`src/rtl/regfile_sb.sv`:
```
// regfile_sb: register file with an integrated write-back scoreboard.
//
// The file has NRD combinational read ports with same-cycle write-to-read
// bypass and one write port. Each register also has a saturating counter
// of issued but not yet written-back instructions. Decode uses rd_busy
// and iss_ready to detect RAW hazards. Register 0 always reads as zero.
//
// Ports:
//   clk            clock; all state changes on the rising edge
//   reset_n        asynchronous active-low reset
//   rd_addr/data   NRD read ports, port k packed at [k*W +: W]
//   rd_busy        per port: a write to that register is still pending
//   iss_en/addr    decode issues an instruction that writes iss_addr
//   iss_ready      the issue is accepted this cycle
//   wr_en/addr/data  write-back port
//   wr_pc          PC of the writing instruction (used only for tracing)
//   flush          clears all counters at the edge
//   err_underflow  sticky flag: a write-back arrived while the counter was 0
//
// Build option: define RF_TRACE_EN to print one simulation line per
// accepted write, flush or underflow. If it is undefined, the module
// prints nothing.

module regfile_sb #(
  parameter int DATA_W = 32,
  parameter int ADDR_W = 5,
  parameter int NRD    = 2,
  parameter int CNT_W  = 2
) (
  input  logic                    clk,
  input  logic                    reset_n,
  input  logic [NRD*ADDR_W-1:0]   rd_addr,
  output logic [NRD*DATA_W-1:0]   rd_data,
  output logic [NRD-1:0]          rd_busy,
  input  logic                    iss_en,
  input  logic [ADDR_W-1:0]       iss_addr,
  output logic                    iss_ready,
  input  logic                    wr_en,
  input  logic [ADDR_W-1:0]       wr_addr,
  input  logic [DATA_W-1:0]       wr_data,
  input  logic [31:0]             wr_pc,
  input  logic                    flush,
  output logic                    err_underflow
);

  localparam int DEPTH = 1 << ADDR_W;
  localparam logic [CNT_W-1:0] CNT_MAX = '1;
  localparam logic [CNT_W-1:0] CNT_ONE = CNT_W'(1);

  logic [DATA_W-1:0] regs_reg [DEPTH];
  logic [CNT_W-1:0]  cnt_reg  [DEPTH];
  logic [CNT_W-1:0]  cnt_next [DEPTH];
  logic              err_reg;

  // A write to r0 is ignored completely. It does not change a counter and
  // it does not raise an error.
  logic wr_live;
  logic iss_fire;
  logic underflow_now;

  assign wr_live = wr_en && (wr_addr != '0);

  // An issue is refused only when its counter is saturated. A write-back
  // to the same register in the same cycle frees one slot.
  assign iss_ready = !((iss_addr != '0) && (cnt_reg[iss_addr] == CNT_MAX) &&
                       !(wr_live && (wr_addr == iss_addr)));
  assign iss_fire  = iss_en && iss_ready && (iss_addr != '0);

  // A same-cycle issue to the same register means the write consumes that
  // issue, so this case is not an underflow.
  assign underflow_now = wr_live && (cnt_reg[wr_addr] == '0) &&
                         !(iss_fire && (iss_addr == wr_addr));

  assign err_underflow = err_reg;

  always_comb begin
    for (int r = 0; r < DEPTH; r++) begin
      logic inc;
      logic hit;
      inc = iss_fire && (iss_addr == ADDR_W'(r));
      hit = wr_live && (wr_addr == ADDR_W'(r));
      cnt_next[r] = cnt_reg[r];
      if (flush)
        cnt_next[r] = '0;
      else if (inc && !hit)
        cnt_next[r] = cnt_reg[r] + CNT_ONE;
      else if (hit && !inc && (cnt_reg[r] != '0))
        cnt_next[r] = cnt_reg[r] - CNT_ONE;
    end
  end

  always_ff @(posedge clk or negedge reset_n) begin
    if (!reset_n) begin
      for (int r = 0; r < DEPTH; r++) begin
        regs_reg[r] <= '0;
        cnt_reg[r]  <= '0;
      end
      err_reg <= 1'b0;
    end else begin
      if (wr_live)
        regs_reg[wr_addr] <= wr_data;
      for (int r = 0; r < DEPTH; r++)
        cnt_reg[r] <= cnt_next[r];
      if (underflow_now)
        err_reg <= 1'b1;
    end
  end

  // Read ports. All outputs are forced to zero during reset, including any
  // value that wr_data would otherwise bypass onto rd_data.
  generate
    for (genvar gi = 0; gi < NRD; gi++) begin : g_rd
      logic [ADDR_W-1:0] addr;
      logic              wr_hit;
      assign addr   = rd_addr[gi*ADDR_W +: ADDR_W];
      assign wr_hit = wr_en && (wr_addr == addr);

      assign rd_data[gi*DATA_W +: DATA_W] =
          (!reset_n || (addr == '0)) ? '0 :
          wr_hit                     ? wr_data :
                                       regs_reg[addr];

      // Busy means a write is still pending after this cycle. When this
      // cycle's write retires the last outstanding one, the port is free.
      assign rd_busy[gi] = reset_n && (addr != '0) && (cnt_reg[addr] != '0) &&
                           !(wr_hit && (cnt_reg[addr] == CNT_ONE));
    end
  endgenerate

`ifdef RF_TRACE_EN
  always @(posedge clk) begin
    if (reset_n) begin
      if (wr_live)
        $display("@%h: $%0d <= %h", wr_pc, wr_addr, wr_data);
      if (flush)
        $display("flush");
      if (underflow_now)
        $display("underflow $%0d", wr_addr);
    end
  end
`else
  logic unused_pc;
  assign unused_pc = ^wr_pc;
`endif

endmodule

```
`config.mk`:
```
export PLATFORM = sky130hd
export DESIGN_NAME = regfile_sb
export DESIGN_NICKNAME = d
export VERILOG_FILES = /design/src/rtl/regfile_sb.sv
export SDC_FILE = /design/constraint.sdc
export NUM_CORES = 2
export LEC_CHECK = 0
export CORE_AREA = 5 5 341 343
export DETAILED_ROUTE_END_ITERATION = 7
export DIE_AREA = 0 0 346 348
export PLACE_DENSITY_LB_ADDON = 0.25
export SETUP_SLACK_MARGIN = 0.05
export SYNTH_ARGS = -nofsm -noshare
export SYNTH_HDL_FRONTEND = slang
export SYNTH_SLANG_ARGS = --single-unit
```
`constraint.sdc`:
```
create_clock -name clk -period 4.8 [get_ports clk]
set_input_delay 0.96 -clock clk [delete_from_list [all_inputs] [get_ports clk]]
set_output_delay 0.96 -clock clk [all_outputs]
set_load 0.005 [all_outputs]
```
* After elaboration in Yosys (flattened, before gate mapping)
Index checks and enable logic that the tools add are counted.
Storage, ports and cells: memory bits (writable) 0, memory bits (read-only) 0, logic and storage cells 655, output and inout port bits 68, bits in latches 0, memories 0, bits of input ports 89, bits in registers 1089
Operators by class: reductions and logical operators 327, bitwise operators 4, add/subtract/negate cells 64, muxes and demuxes 121, eq/ne operators 69, shift operators 0, multipliers 0, divide/modulo/power cells 0, order comparisons 5
Operators by type and width (number):
- $bwmux 1024 | 1
- $bmux 32 s5 | 2
- $mux 32 | 9
- $mux 2 | 104
- $logic_and 1x1->1 | 180
- $demux 32 s5 | 1
- $eq 5x5->1 const B | 32
- $reduce_bool 3->1 | 32
- $eq 5x4->1 const B | 16
- $logic_not 1->1 | 70
- $reduce_bool 2->1 | 34
- $add 2x1->2 const B | 32
- $sub 2x1->2 const B | 32
- $bmux 2 s5 | 4
- $eq 5x3->1 const B | 8
- $ge 6x6->1 const B | 4
- $not 5->6 | 4
- $eq 5x2->1 const B | 4
- $eq 5x5->1 | 4
- $logic_not 5->1 | 4
- $reduce_bool 5->1 | 4
- $eq 5x1->1 const B | 2
- $lt 6x1->1 const B | 1
- $eq 2x1->1 const B | 2
- 3 further kinds | 4

* Depth between registers and ports, before layout
depth after elaboration 17, depth in mapped cells 13, gate-level depth less buffers 8

* Worst setup path before layout
No wires, ideal clock.
path type input port to output port, from input port rd_addr[5], to output port rd_data[40], path buffers 3, arrival time 2.978 ns, slack 0.862 ns, data required time 3.840 ns, cell stages on the path 8, path through buf_2 -> buf_2 -> buf_1 -> mux4_2 -> a22oi_1 -> o21ai_0 -> o211ai_1 -> a21oi_1
On the way: longest elaborated chain between the ends 6, elaborated cells between the ends (all ways) 10, classes of those cells 1 x eq/ne; 5 x mux; 1 x bitwise; 3 x reduce/logical
RTL lines:
- from (decl) | line 32 | input logic [NRD*ADDR_W-1:0] rd_addr,
- $not 5->6 (not written as such) | line 121 | regs_reg[addr];
- $bmux 32 s5 | line 121
- $mux 32 (not written as such) (2 in series) | line 121
- $mux 32 | line 120 | wr_hit ? wr_data :
- $mux 32 * | line 119 | (!reset_n || (addr == '0)) ? '0 :
- to (decl) | line 33 | output logic [NRD*DATA_W-1:0] rd_data,
Mark *: on every way between the ends. The rest lies on a longest branch, timed or not. The select of a mux whose other input is x is not followed.

* Final worst setup path
from input port wr_addr[4], to output port rd_data[45]
On the way: longest elaborated chain between the ends 4
RTL lines:
- from (decl) | line 39 | input logic [ADDR_W-1:0] wr_addr,
- $eq 5x5->1 | line 116 | assign wr_hit = wr_en && (wr_addr == addr);
- $logic_and 1x1->1 | line 116
- $mux 32 | line 120
- $mux 32 | line 119
Every way passes these cells.

==> summary.txt <==
==================================================================================
Detailed router's first-iteration violation count                             5939
Synth area leader                                                     sky130_fd_sc_hd__dfrtp_1
Worst Hold Class                                                           reg2reg
Vias in the first global route                                               48500
Headroom to the max-slew limit                                               30.2%
GRT Overall Usage                                                            35.1%
First-pass detailed-route iteration total                                        6
Die Outline Area                                                        120000 um2
Clock slew at reported path FFs                                              50 ps
Ratio of final minimum period to clock period                                98.1%
Die span in y                                                               348 um
Synth-to-layout area growth                                                  15.0%
Wire length after detailed routing                                          215 mm
Wire length of the first global-routing pass                                319 mm
Number of cells produced by synthesis                                         5280
Placed cells                                                                  6702
Summed area of non-filler cells in the final layout                      70900 um2
CTS tree                                                                      done
Clk Latency, worst-skew pair                                                720 ps
Via count                                                                    48400
Max Cap Viol                                                                     0
Top-count cell post-synth                                             sky130_fd_sc_hd__dfrtp_1
Reported leakage power                                                     31.2 nW
Share of layout cells above drive strength 1                                 35.1%
Maximum operating frequency                                              0.212 GHz
Internal power summed over all cells                                       19.4 mW
Synth Flop Type                                                       sky130_fd_sc_hd__dfrtp_1
Final-report hold violation count                                                0
Commonest cells post-synth                                            sky130_fd_sc_hd__dfrtp_1, sky130_fd_sc_hd__mux2_2, sky130_fd_sc_hd__nand2_1
Placed instance area                                                     66700 um2
Max Clock Skew                                                             10.4 ps
Category of the worst setup path capture point                        primary output
Minimum clock period after layout                                          4710 ps
Mean instance size in the synthesized netlist                             11.7 um2
Flip-flop count of the largest register, all copies and words added           1024
Overflow after GRT                                                               0
Register share of total power                                                44.3%
Initial Utilization                                                          54.5%
Type of element launching the critical path                             input port
Critical path start-end classification                                      in2out
I/O pin cnt                                                                    157
Share of synthesized area occupied by flip-flops and latches                 44.2%
Number of buffers created by CTS                                               118
Number of inserted filler cells in the final layout                           8869
Warning count from the yosys run                                                 0
CTS Root Cell                                                         sky130_fd_sc_hd__clkbuf_16
Final setup violating endpoints                                                  0
Setup TNS                                                                     0 ps
Post-synth cell types                                                           65
HPWL reported at the end of detailed placement                              127 mm
Wirelength per Cell                                                        31.0 um
Clk pwr share                                                                34.8%
Max Slew Vio Count                                                               0
Num rows                                                                       124
Peak supply drop                                                          0.350 mV
Count of flip-flops with a built-in enable after synthesis                       0
Per-cell via count in the routed design                                       6.98
Switching Power                                                            7.74 mW
Top cells by area, synth                                              sky130_fd_sc_hd__dfrtp_1, sky130_fd_sc_hd__mux2_2, sky130_fd_sc_hd__mux4_2, sky130_fd_sc_hd__mux2i_1, sky130_fd_sc_hd__nand2_1
Initial antenna violation count                                                 10
Comb power frac                                                              20.8%
Summed instance area of the synthesized netlist                          61700 um2
Power per Cell Area                                                     383 nW/um2
Required time at the worst-slack endpoint                                  3840 ps
Standard cell core area                                                 113000 um2
Yosys top cell area share                                                    44.2%
Non-filler instance count after layout                                        6931
Slew at the pin closest to its max-slew limit                              1050 ps
Pre-CTS WS                                                                 -205 ps
Post-CTS Hold Fix Bufs                                                           0
Arrival time at the worst endpoint                                         3750 ps
Pin count of the biggest net entering global routing                           167
Switching Fraction                                                           28.5%
H-tree depth                                                                     3
Critical Path Fanout Max                                                        17
Routability congestion estimate from global placement                        0.906
Sinks on Clock Net                                                            1089
Nets                                                                          5405
Buffer depth of the longest clock path                                           3
Residual antenna-violating net count after detailed routing                      0
Syn Nets                                                                      5369
IO buf count                                                                   124
Floorplan die width                                                         346 um
Register bit count reported by yosys                                          1089
Fraction of registers with async set or reset after synthesis                 100%
DRC violations left                                                              0
Result of the run                                                     finished clean
Setup repair after global routing missed its margin                             no
Setup slack after layout                                                   90.3 ps
==================================================================================
==> metrics by stage <==
stage	utilization (%)	hold slack, ps	power [mW]
global placement	58.9	384	17.4
finish	62.6	401	27.1
global route	62.6	410	28.2
CTS	62.5	401	27.1
detailed placement	58.9	388	17.7
floorplan	-	449	15.7
==> placed cells by master, fill, tap and decap left out, drive strengths merged, types with 4 or more instances in the layout <==
| cell type | n |
|---|---|
| a211o | 6 |
| a211oi | 30 |
| a21oi | 237 |
| a221oi | 134 |
| a22oi | 131 |
| a311oi | 9 |
| a31oi | 6 |
| and2 | 13 |
| and3 | 13 |
| buf | 351 |
| bufinv | 7 |
| clkbuf | 187 |
| clkdlybuf4s50 | 112 |
| clkinv | 21 |
| dfrtp | 1089 |
| diode | 4 |
| inv | 13 |
| mux2 | 966 |
| mux2i | 393 |
| mux4 | 299 |
| nand2 | 594 |
| nand2b | 23 |
| nand3 | 27 |
| nand3b | 7 |
| nand4 | 4 |
| nor2 | 231 |
| nor2b | 15 |
| nor3 | 31 |
| nor3b | 6 |
| nor4 | 10 |
| o211ai | 131 |
| o21ai | 220 |
| o22ai | 6 |
| o32ai | 11 |
| o41ai | 11 |
| or2 | 10 |
| xnor2 | 5 |
| xor2 | 19 |
==> layout make-up <==
type,count,area [um2],share of cell area (%)
well taps,1512,1890,2.67
flip-flops and latches,1089,27300,38.4
repair buffers,465,5070,7.14
multi-input cells,3633,32700,46.0
diodes,4,10.0,0.0141
clock buffers,185,3600,5.07
clock inverters,34,413,0.582
inverters,9,33.8,0.0476
==> cells by family (layout without fill, tap and decap cells) <==
family / count (synthesis) / after routing / synth area share [%]
AO/OA/AOI/OAI: 958 / 958 / 10.3
multiplexers: 1658 / 1658 / 34.9
AND/OR/NAND/NOR: 993 / 993 / 6.69
other: 0 / 4 / 0
XOR/XNOR: 24 / 24 / 0.341
buffers and inverters: 558 / 693 / 3.59
flip-flops: 1089 / 1089 / 44.2
==> critical path, stage by stage <==
cell	delay [ps]
sky130_fd_sc_hd__clkdlybuf4s50_1	480
sky130_fd_sc_hd__xor2_1	200
sky130_fd_sc_hd__nor4_2	390
sky130_fd_sc_hd__and3_2	290
sky130_fd_sc_hd__buf_12	170
sky130_fd_sc_hd__buf_6	250
sky130_fd_sc_hd__nand2_1	130
sky130_fd_sc_hd__a21oi_4	250
sky130_fd_sc_hd__clkdlybuf4s50_1	570
==> power groups by stage <==
stage / Clock, mW / Combinational [mW] / Sequential (mW)
after global placement: 0 / 5.41 / 12.0
after global routing: 9.90 / 6.09 / 12.2
after CTS: 9.53 / 5.60 / 12.0
final: 9.46 / 5.66 / 12.0
after floorplan: 0 / 3.95 / 11.7
after detailed placement: 0 / 5.56 / 12.1
==> per-layer routing <==
| metal | vias to the layer above | track usage, % | share of wire (%) |
|---|---|---|---|
| met5 | - | 0 | 0.016 |
| met4 | 6 | 18.4 | 6.2 |
| met3 | 741 | 9.26 | 11 |
| met2 | 3017 | 52.1 | 44 |
| met1 | 24900 | 47.7 | 39 |
| li1 | 19700 | - | - |
==> path summary, 6_finish.rpt <==
| path | to | startpoint | cells after the start | slack [ps] |
|---|---|---|---|---|
| max | rd_data[45] | wr_addr[4] | 9 | 90 |
| min | regs_reg[1014]$_DFFE_PN0P_ | regs_reg[1014]$_DFFE_PN0P_ | 0 | 400 |
| max reg2reg | cnt_reg[8]$_DFFE_PN0P_ | cnt_reg[7]$_DFFE_PN0P_ | 9 | 1430 |
| min reg2reg | regs_reg[1014]$_DFFE_PN0P_ | regs_reg[1014]$_DFFE_PN0P_ | 0 | 400 |
| max in group asynchronous | regs_reg[644]$_DFFE_PN0P_ | reset_n | 4 | 1940 |
| min in group asynchronous | regs_reg[89]$_DFFE_PN0P_ | reset_n | 2 | 430 |
==> timing repair <==
action,in CTS,in global routing
endpoints found under the hold margin,0,0
endpoints found under the setup margin,9,30
resized for setup,9,20
pin swaps,0,3
setup buffers,6,0
Power figures use the tool's default switching activity.
